--- src/rtl/fir_17_pkg.sv ---
// Shared constants and types for the 17-tap symmetric low-pass FIR.
// Coefficients are Q1.15 and sum to 32768, so the DC gain is exactly unity.
package fir_17_pkg;

  localparam int unsigned NTAPS  = 17;
  localparam int unsigned NPAIRS = NTAPS / 2;
  localparam int unsigned COEF_W = 16;
  localparam int unsigned ACC_W  = 38;
  localparam int          RND    = 2 ** 14;
  localparam int unsigned SHIFT  = 15;

  typedef logic signed [COEF_W-1:0] coef_t;
  typedef logic signed [ACC_W-1:0]  acc_t;

  localparam coef_t COEFS [NTAPS] = '{
    -16'sd64,  -16'sd128,  16'sd0,    16'sd576,  16'sd1536, 16'sd2816,
     16'sd4032, 16'sd4864, 16'sd5504, 16'sd4864, 16'sd4032, 16'sd2816,
     16'sd1536, 16'sd576,  16'sd0,   -16'sd128, -16'sd64
  };

  // Round half-up, then drop the Q1.15 fraction bits.
  function automatic acc_t round_shift(input acc_t acc);
    acc_t biased;
    biased = acc + acc_t'(RND);
    return biased >>> SHIFT;
  endfunction

endpackage

--- src/rtl/fir_17_delay_line.sv ---
// Enabled shift register holding the filter history; taps[0] is the newest sample.
// Cleared asynchronously whenever rst is low.
module fir_17_delay_line
  import fir_17_pkg::*;
#(
  parameter int unsigned WIDTH = 16,
  parameter int unsigned DEPTH = NTAPS
) (
  input  logic                          clk,
  input  logic                          rst,
  input  logic                          en,
  input  logic [WIDTH-1:0]              din,
  output logic [DEPTH-1:0][WIDTH-1:0]   taps
);

  always_ff @(posedge clk or negedge rst) begin
    if (!rst) begin
      taps <= '0;
    end else if (en) begin
      taps <= {taps[DEPTH-2:0], din};
    end
  end

endmodule

--- src/rtl/fir_17.sv ---
// 17-tap symmetric FIR: pre-add mirrored taps, 9 products, round half-up, saturate.
// One sample per enabled clock; data_o is registered with one clock of latency.
module fir_17
  import fir_17_pkg::*;
#(
  parameter int unsigned WIDTH = 16
) (
  input  logic                    clk,
  input  logic                    rst,
  input  logic                    start_i,
  input  logic signed [WIDTH-1:0] data_i,
  output logic signed [WIDTH-1:0] data_o
);

  localparam acc_t SAT_MAX = acc_t'(2 ** (WIDTH - 1) - 1);
  localparam acc_t SAT_MIN = acc_t'(-(2 ** (WIDTH - 1)));

  typedef logic signed [WIDTH:0] pre_t;

  logic [NTAPS-1:0][WIDTH-1:0] taps;
  pre_t                        pre [NPAIRS+1];
  acc_t                        acc;
  acc_t                        rounded;
  logic signed [WIDTH-1:0]     sat_val;

  fir_17_delay_line #(
    .WIDTH (WIDTH),
    .DEPTH (NTAPS)
  ) u_delay_line (
    .clk  (clk),
    .rst  (rst),
    .en   (start_i),
    .din  (data_i),
    .taps (taps)
  );

  // Mirrored taps share a coefficient; the extra bit keeps the pair sum exact.
  always_comb begin
    for (int unsigned j = 0; j < NPAIRS; j++) begin
      pre[j] = $signed({taps[j][WIDTH-1], taps[j]})
             + $signed({taps[NTAPS-1-j][WIDTH-1], taps[NTAPS-1-j]});
    end
    pre[NPAIRS] = $signed({taps[NPAIRS][WIDTH-1], taps[NPAIRS]});
  end

  always_comb begin
    acc = '0;
    for (int unsigned j = 0; j <= NPAIRS; j++) begin
      acc = acc + acc_t'(pre[j]) * acc_t'(COEFS[j]);
    end
  end

  always_comb begin
    rounded = round_shift(acc);
    if (rounded > SAT_MAX) begin
      sat_val = {1'b0, {(WIDTH-1){1'b1}}};
    end else if (rounded < SAT_MIN) begin
      sat_val = {1'b1, {(WIDTH-1){1'b0}}};
    end else begin
      sat_val = rounded[WIDTH-1:0];
    end
  end

  always_ff @(posedge clk or negedge rst) begin
    if (!rst) begin
      data_o <= '0;
    end else if (start_i) begin
      data_o <= sat_val;
    end
  end

endmodule

--- config.mk ---
export PLATFORM = sky130hd
export DESIGN_NAME = fir_17
export DESIGN_NICKNAME = d
export VERILOG_FILES = /design/src/rtl/fir_17_pkg.sv /design/src/rtl/fir_17_delay_line.sv /design/src/rtl/fir_17.sv
export SDC_FILE = /design/constraint.sdc
export NUM_CORES = 1
export LEC_CHECK = 0
export ABC_AREA = 1
export BUFFER_PORTS_ARGS = -buffer_cell sky130_fd_sc_hd__buf_2
export CORE_ASPECT_RATIO = 2
export CORE_MARGIN = 4
export CORE_UTILIZATION = 60
export DETAILED_ROUTE_END_ITERATION = 10
export HOLD_SLACK_MARGIN = 0.1
export PLACE_DENSITY_LB_ADDON = 0.15
export SLEW_MARGIN = 20
export SYNTH_ARGS = -nofsm -noshare
export SYNTH_HDL_FRONTEND = slang
export SYNTH_HIERARCHICAL = 1
export SYNTH_SLANG_ARGS = --single-unit
--- constraint.sdc ---
create_clock -name clk -period 24.8 [get_ports clk]
set_input_delay 2.48 -clock clk [delete_from_list [all_inputs] [get_ports clk]]
set_output_delay 2.48 -clock clk [all_outputs]
set_load 0.02 [all_outputs]
After elaboration in Yosys (flattened, before gate mapping)
Index checks and enable logic that the tools add are counted.
{"block": "word_totals", "regBits": 288, "output_inout_bits": 16}
{"block": "classes", "muxes": 2, "magnitude_cmp": 2, "addsub": 17, "n_mul": 6}
{"op": "adder 16 x 16 -> 17 bit", "n": 7}
{"op": "adder 38 x 30 -> 38 bit", "n": 3}
{"op": "multiplier 17 x 5 -> 22 bit (second input constant)", "n": 2}
{"op": "adder 38 x 16 -> 38 bit (second input constant)", "n": 1}
{"op": "adder 38 x 28 -> 38 bit", "n": 1}
{"op": "adder 38 x 29 -> 38 bit", "n": 1}
{"op": "adder 38 x 31 -> 38 bit", "n": 1}
{"op": "adder 38 bit", "n": 1}
{"op": "2-to-1 mux 16 bit", "n": 2}
{"op": "negator 17 -> 32 bit", "n": 1}
{"op": "negator 17 -> 31 bit", "n": 1}
{"op": "multiplier 17 x 7 -> 24 bit (second input constant)", "n": 1}
{"op": "> comparator 23 x 16 -> 1 bit (second input constant)", "n": 1}
{"op": "less-than comparator 23 x 16 -> 1 bit (second input constant)", "n": 1}
{"op": "multiplier 16 x 7 -> 23 bit (second input constant)", "n": 1}
{"op": "multiplier 17 x 6 -> 23 bit (second input constant)", "n": 1}
{"op": "multiplier 17 x 3 -> 20 bit (second input constant)", "n": 1}

Longest topological paths before layout
{"block": "depth", "depth_word": 13, "ltp_mapped": 56, "depth_no_buf": 55}

Cells and area by module
Netlist, hierarchy kept.
{"mod": "fir_17", "cells_each": 3164, "area_each_um2": 23465.0, "n_inst": 1}
{"mod": "fir_17_delay_line", "cells_each": 1149, "area_each_um2": 10201.0, "n_inst": 1}

Worst setup path after synthesis
No wires, ideal clock.
{"block": "synth_timing", "path_kind": "register to register", "from": "register u_delay_line/taps[96] in the netlist's numbering", "to": "register data_o[0]", "path_buffers": 1, "required_ps": 24684, "setup_slack_ps": 15072, "arrival_ps": 9612, "period_less_slack_ps": 9728, "setup_ps": 116, "path_stages_with_launch": 53, "path_cell_list": "dfrtp_1 -> ha_1 -> inv_1 -> fa_1 -> o21ai_1 -> a21oi_1 -> o21bai_1 -> xor2_1 -> inv_1 -> ha_1 -> xor2_1 -> fa_1 -> fa_1 -> inv_1 -> fa_1 -> inv_1 -> ha_1 -> inv_1 -> (+17 left out) -> inv_1 -> ha_1 -> nand2_1 -> nor2_1 -> inv_1 -> nor2_1 -> and3_1 -> nand2_1 -> nand3_1 -> nand2_1 -> nor2_1 -> nand3_1 -> nand3b_1 -> nand2_2 -> buf_6 -> nand2_1 -> nand2_1 -> nand2_1"}
{"block": "synth_between", "elab_chain_cells": 9, "elab_cells_between_ends": 10, "classes_between": "add/sub: 5; mul: 1; order compare: 2; mux: 2"}
{"element": "start: declaration", "line_no": "fir_17_delay_line.sv:13", "rtl": "output logic [DEPTH-1:0][WIDTH-1:0] taps"}
{"element": "start signal: assignment", "line_no": "fir_17_delay_line.sv:20", "rtl": "taps <= {taps[DEPTH-2:0], din};"}
{"element": "adder 16 x 16 -> 17 bit *", "line_no": "fir_17.sv:41", "rtl": "+ $signed({taps[NTAPS-1-j][WIDTH-1], taps[NTAPS-1-j]});"}
{"element": "multiplier 17 x 7 -> 24 bit *", "line_no": "fir_17.sv:49", "rtl": "acc = acc + acc_t'(pre[j]) * acc_t'(COEFS[j]);"}
{"element": "adder 38 x 30 -> 38 bit *", "line_no": "fir_17.sv:49"}
{"element": "adder 38 x 31 -> 38 bit *", "line_no": "fir_17.sv:49"}
{"element": "adder 38 x 30 -> 38 bit *", "line_no": "fir_17.sv:49"}
{"element": "adder 38 x 16 -> 38 bit *", "line_no": "fir_17_pkg.sv:24", "rtl": "biased = acc + acc_t'(RND);"}
{"element": "less-than comparator 23 x 16 -> 1 bit", "line_no": "fir_17.sv:57", "rtl": "end else if (rounded < SAT_MIN) begin"}
{"element": "2-to-1 mux 16 bit", "line_no": "fir_17.sv:57"}
{"element": "2-to-1 mux 16 bit *", "line_no": "fir_17.sv:55", "rtl": "if (rounded > SAT_MAX) begin"}
{"element": "end signal: assignment", "line_no": "fir_17.sv:68", "rtl": "data_o <= sat_val;"}
{"element": "end: declaration", "line_no": "fir_17.sv:12", "rtl": "output logic signed [WIDTH-1:0] data_o"}
Mark *: on every way between the ends. The rest lies on a longest branch, timed or not.
A chain may end at the register's enable or synchronous reset.

Worst setup path after layout
{"block": "layout_timing", "from": "register u_delay_line/taps[96] in the netlist's numbering", "to": "register data_o[12]"}
The elaborated chain is that of the path after synthesis.

==> impl_metrics.tcl <==
set metrics [dict create \
    max_cap_violations 0 \
    cts_sinks 288 \
    synth_sequential_area_ratio 0.2141 \
    max_freq_mhz 87.48 \
    final.setup.tns_ns 0 \
    diodes 0 \
    finalWeightedCongestion 1.078 \
    synth_compound_area_frac 0.07693 \
    postRouteAntennaNets 0 \
    place.port_buffers 34 \
    crit_arrival_ns 11.95 \
    ys_ff_latch 288 \
    place.detailed.hpwl_um 88650 \
    synth_xor_xnor_area_share 0.06526 \
    global_route_wire_length_before_repair_um 160300 \
    finalCriticalPeriod_ns 11.43 \
    fp.dieArea_um2 60190 \
    synthDistinctLibCells 55 \
    asyncSetResetFlopFracSynth 1.000 \
    die_height_um 343.0 \
    worst_setup_hold_path_clk_slew_ns 0.07 \
    timing.final.ws_setup_ns 13.37 \
    cp_max_fo 15 \
    critPathCaptureType "register" \
    initial_antenna_violation_count 0 \
    postSynthCellCount 4313 \
    drt_iter0_drc 1529 \
    timing.critical_path.slowest_cell_delay_ns 0.59 \
    holdBufCountCts 0 \
    first_global_vias 29226 \
    area_delta_synth_final_pct 5.523 \
    syn-mean-instance-area_um2 7.806 \
    worst_setup_slack_post_dpl_ns 13.52 \
    routed_wl_um 104500 \
    dominant_combinational_cell_family_by_area_after_synthesis "adder cells" \
    synthSimpleGateAreaFrac 0.1984 \
    start_util 0.6076 \
    clock_latency_ns 0.63 \
    slew_headroom 0.3399 \
    cts_htree_levels 1 \
    critPathKind "reg -> reg" \
    report.final.hold_viol_count 0 \
    grt_setup_unrepaired "false" \
    chipWidth_um 175.5 \
    cts_repair_resize_count 0 \
    cts.repair_timing.setup_buffer_count 0 \
    syn_area_um2 33670 \
    std_cell_rows 122 \
    cts_root_buffer "sky130_fd_sc_hd__clkbuf_16" \
    finalSetupViolCount 0 \
    core_area_um2 55410 \
    synth_warnings 6 \
    maximum_number_of_pins_on_one_net_before_global_route_repair 108 \
    maxSlewViolCount 0 \
    ff2ff_setup_slack_ns 13.37 \
    drt-wirelength-per-cell_um 20.55 \
    layout_worst_path_cycle_share 0.4609 \
    globalRoute.totalOverflow 0 \
    numCtsBuffers 28 \
    synth_adder_area_share 0.3404 \
    required_ns 25.32 \
    worst-slew-pin-transition_ns 0.9901 \
    muxShareOfSynthArea 0 \
    worstSetupStartpointType "register" \
    routed-via-count 27780 \
    holdCritPathClass "reg -> reg" \
    clock_skew_ns 0.05394 \
    finish.utilization 0.6411 \
    cts-root-to-sink-buffers 3 \
    via_per_inst 5.463 \
    cts_tree "built" \
    grtUsageTotal 0.3514 \
    post-route-drc-count 0 \
    fin_nets 5079 \
    postSynth.topFlopCell "sky130_fd_sc_hd__dfrtp_1" \
    drt_pass1_iterations 8 \
    critPathMostFrequentCell "sky130_fd_sc_hd__nand2_1" \
    synth_edf_count 0 \
    outcome "finished clean" \
    timing.critical_path.slowest_stage_cell "sky130_fd_sc_hd__fa_1" \
    final_layout_size_suffix_gt1_frac 0.03594 \
    synth_fp_nets 5073 \
    io_pins 35 \
]
==> layout by cell type, fill, tap and decap left out, drive strengths merged, types with 20 or more instances in the layout <==
master and n:
inv 841, nand2 1369, o21ai 101, fa 290, nand3 103, dfrtp 288
nor3 31, a21oi 242, xor2 163, buf 43, nor2 130, ha 451
a21o 20, o21bai 23, clkbuf 36, xnor2 87
==> cell type report <==
type | count | area, um^2
Multi-Input combinational cell | 3118 | 22930
Fill cell | 5103 | 19890
Sequential cell | 288 | 7207
Inverter | 840 | 3161
Tap cell | 744 | 930.9
Clock buffer | 36 | 790.8
Timing Repair Buffer | 43 | 277.8
Clock inverter | 16 | 232.7
==> sequential cells by signal (all words and copies together), names as in the netlist <==
register           flops
data_o                16
u_delay_line/taps    272
==> worst paths after layout <==
path | cells past startpoint | to | from
max in group asynchronous | 3 | u_delay_line/taps[178] | rst
min in group asynchronous | 1 | u_delay_line/taps[271] | rst
hold reg to reg | 2 | u_delay_line/taps[234] | u_delay_line/taps[234]
setup / recovery | 49 | data_o[12] | u_delay_line/taps[96]
hold / removal | 2 | u_delay_line/taps[234] | u_delay_line/taps[234]
setup reg to reg | 49 | data_o[12] | u_delay_line/taps[96]
==> cell usage after synthesis, types with 6 or more instances <==
cell                        number  share of area
sky130_fd_sc_hd__buf_4          11         0.0025
sky130_fd_sc_hd__nand3_2         8         0.0024
sky130_fd_sc_hd__nand2_2        23         0.0043
sky130_fd_sc_hd__a21oi_1       235          0.035
sky130_fd_sc_hd__o2111ai_1       8         0.0021
sky130_fd_sc_hd__inv_1         832          0.093
sky130_fd_sc_hd__dfrtp_1       288           0.21
sky130_fd_sc_hd__a31oi_1        17         0.0032
sky130_fd_sc_hd__o21bai_1       22         0.0049
sky130_fd_sc_hd__fa_1          290           0.17
sky130_fd_sc_hd__o21ai_1        16         0.0024
sky130_fd_sc_hd__a21oi_2         7         0.0018
sky130_fd_sc_hd__a21boi_1        7         0.0016
sky130_fd_sc_hd__xnor2_1        86          0.022
sky130_fd_sc_hd__nand4_1        15         0.0028
sky130_fd_sc_hd__a21o_1         20         0.0045
sky130_fd_sc_hd__o21a_1          6         0.0013
sky130_fd_sc_hd__xor2_1        163          0.042
sky130_fd_sc_hd__inv_2           7        0.00078
sky130_fd_sc_hd__nor4_1          9         0.0017
sky130_fd_sc_hd__nand3_1        95          0.014
sky130_fd_sc_hd__o211ai_1        7         0.0016
sky130_fd_sc_hd__ha_1          451           0.17
sky130_fd_sc_hd__o21ai_0        82          0.012
sky130_fd_sc_hd__nor2_1        126          0.014
sky130_fd_sc_hd__buf_2          50         0.0074
sky130_fd_sc_hd__a21boi_0        6         0.0013
sky130_fd_sc_hd__nor3_1         30         0.0045
sky130_fd_sc_hd__nand2_1      1345           0.15
==> stage by stage <==
stage | area [um^2] | std cells | hold slack, ns
after floorplan | 33670 | 4313 | 0.4417
after global placement | 34470 | 5032 | 0.4537
after detailed placement | 34470 | 5032 | 0.4591
after CTS | 35500 | 5084 | 0.4714
after global routing | 35530 | 5085 | 0.4882
final | 35530 | 5085 | 0.4724
==> layer usage <==
layer	vias up	wire length [um]	GRT usage
met5	-	0	0
met2	763	54500	0.6505
li1	13322	-	-
met1	13283	33360	0.3304
met4	0	13460	0.3405
met3	412	3153	0.03076
==> critical path, delay by kind of cell (launching register included) <==
kind | cells | cell delay, ns
AOI/OAI and AO/OA | 4 | 0.78
xor gates and xnor gates | 4 | 0.96
adders and majority gates | 12 | 5.34
buffers and inverters | 10 | 1.00
DFF | 1 | 0.39
and+or+nand+nor | 19 | 2.87
==> kinds of logic after synthesis <==
family | count (synthesis)
simple gates | 1674
buf+inv | 907
fa+ha+maj | 742
compound gates | 452
flops | 288
xor+xnor | 250
Power is not shown: default switching activity piles up to over one toggle a cycle in this logic, so the estimate is an artifact.
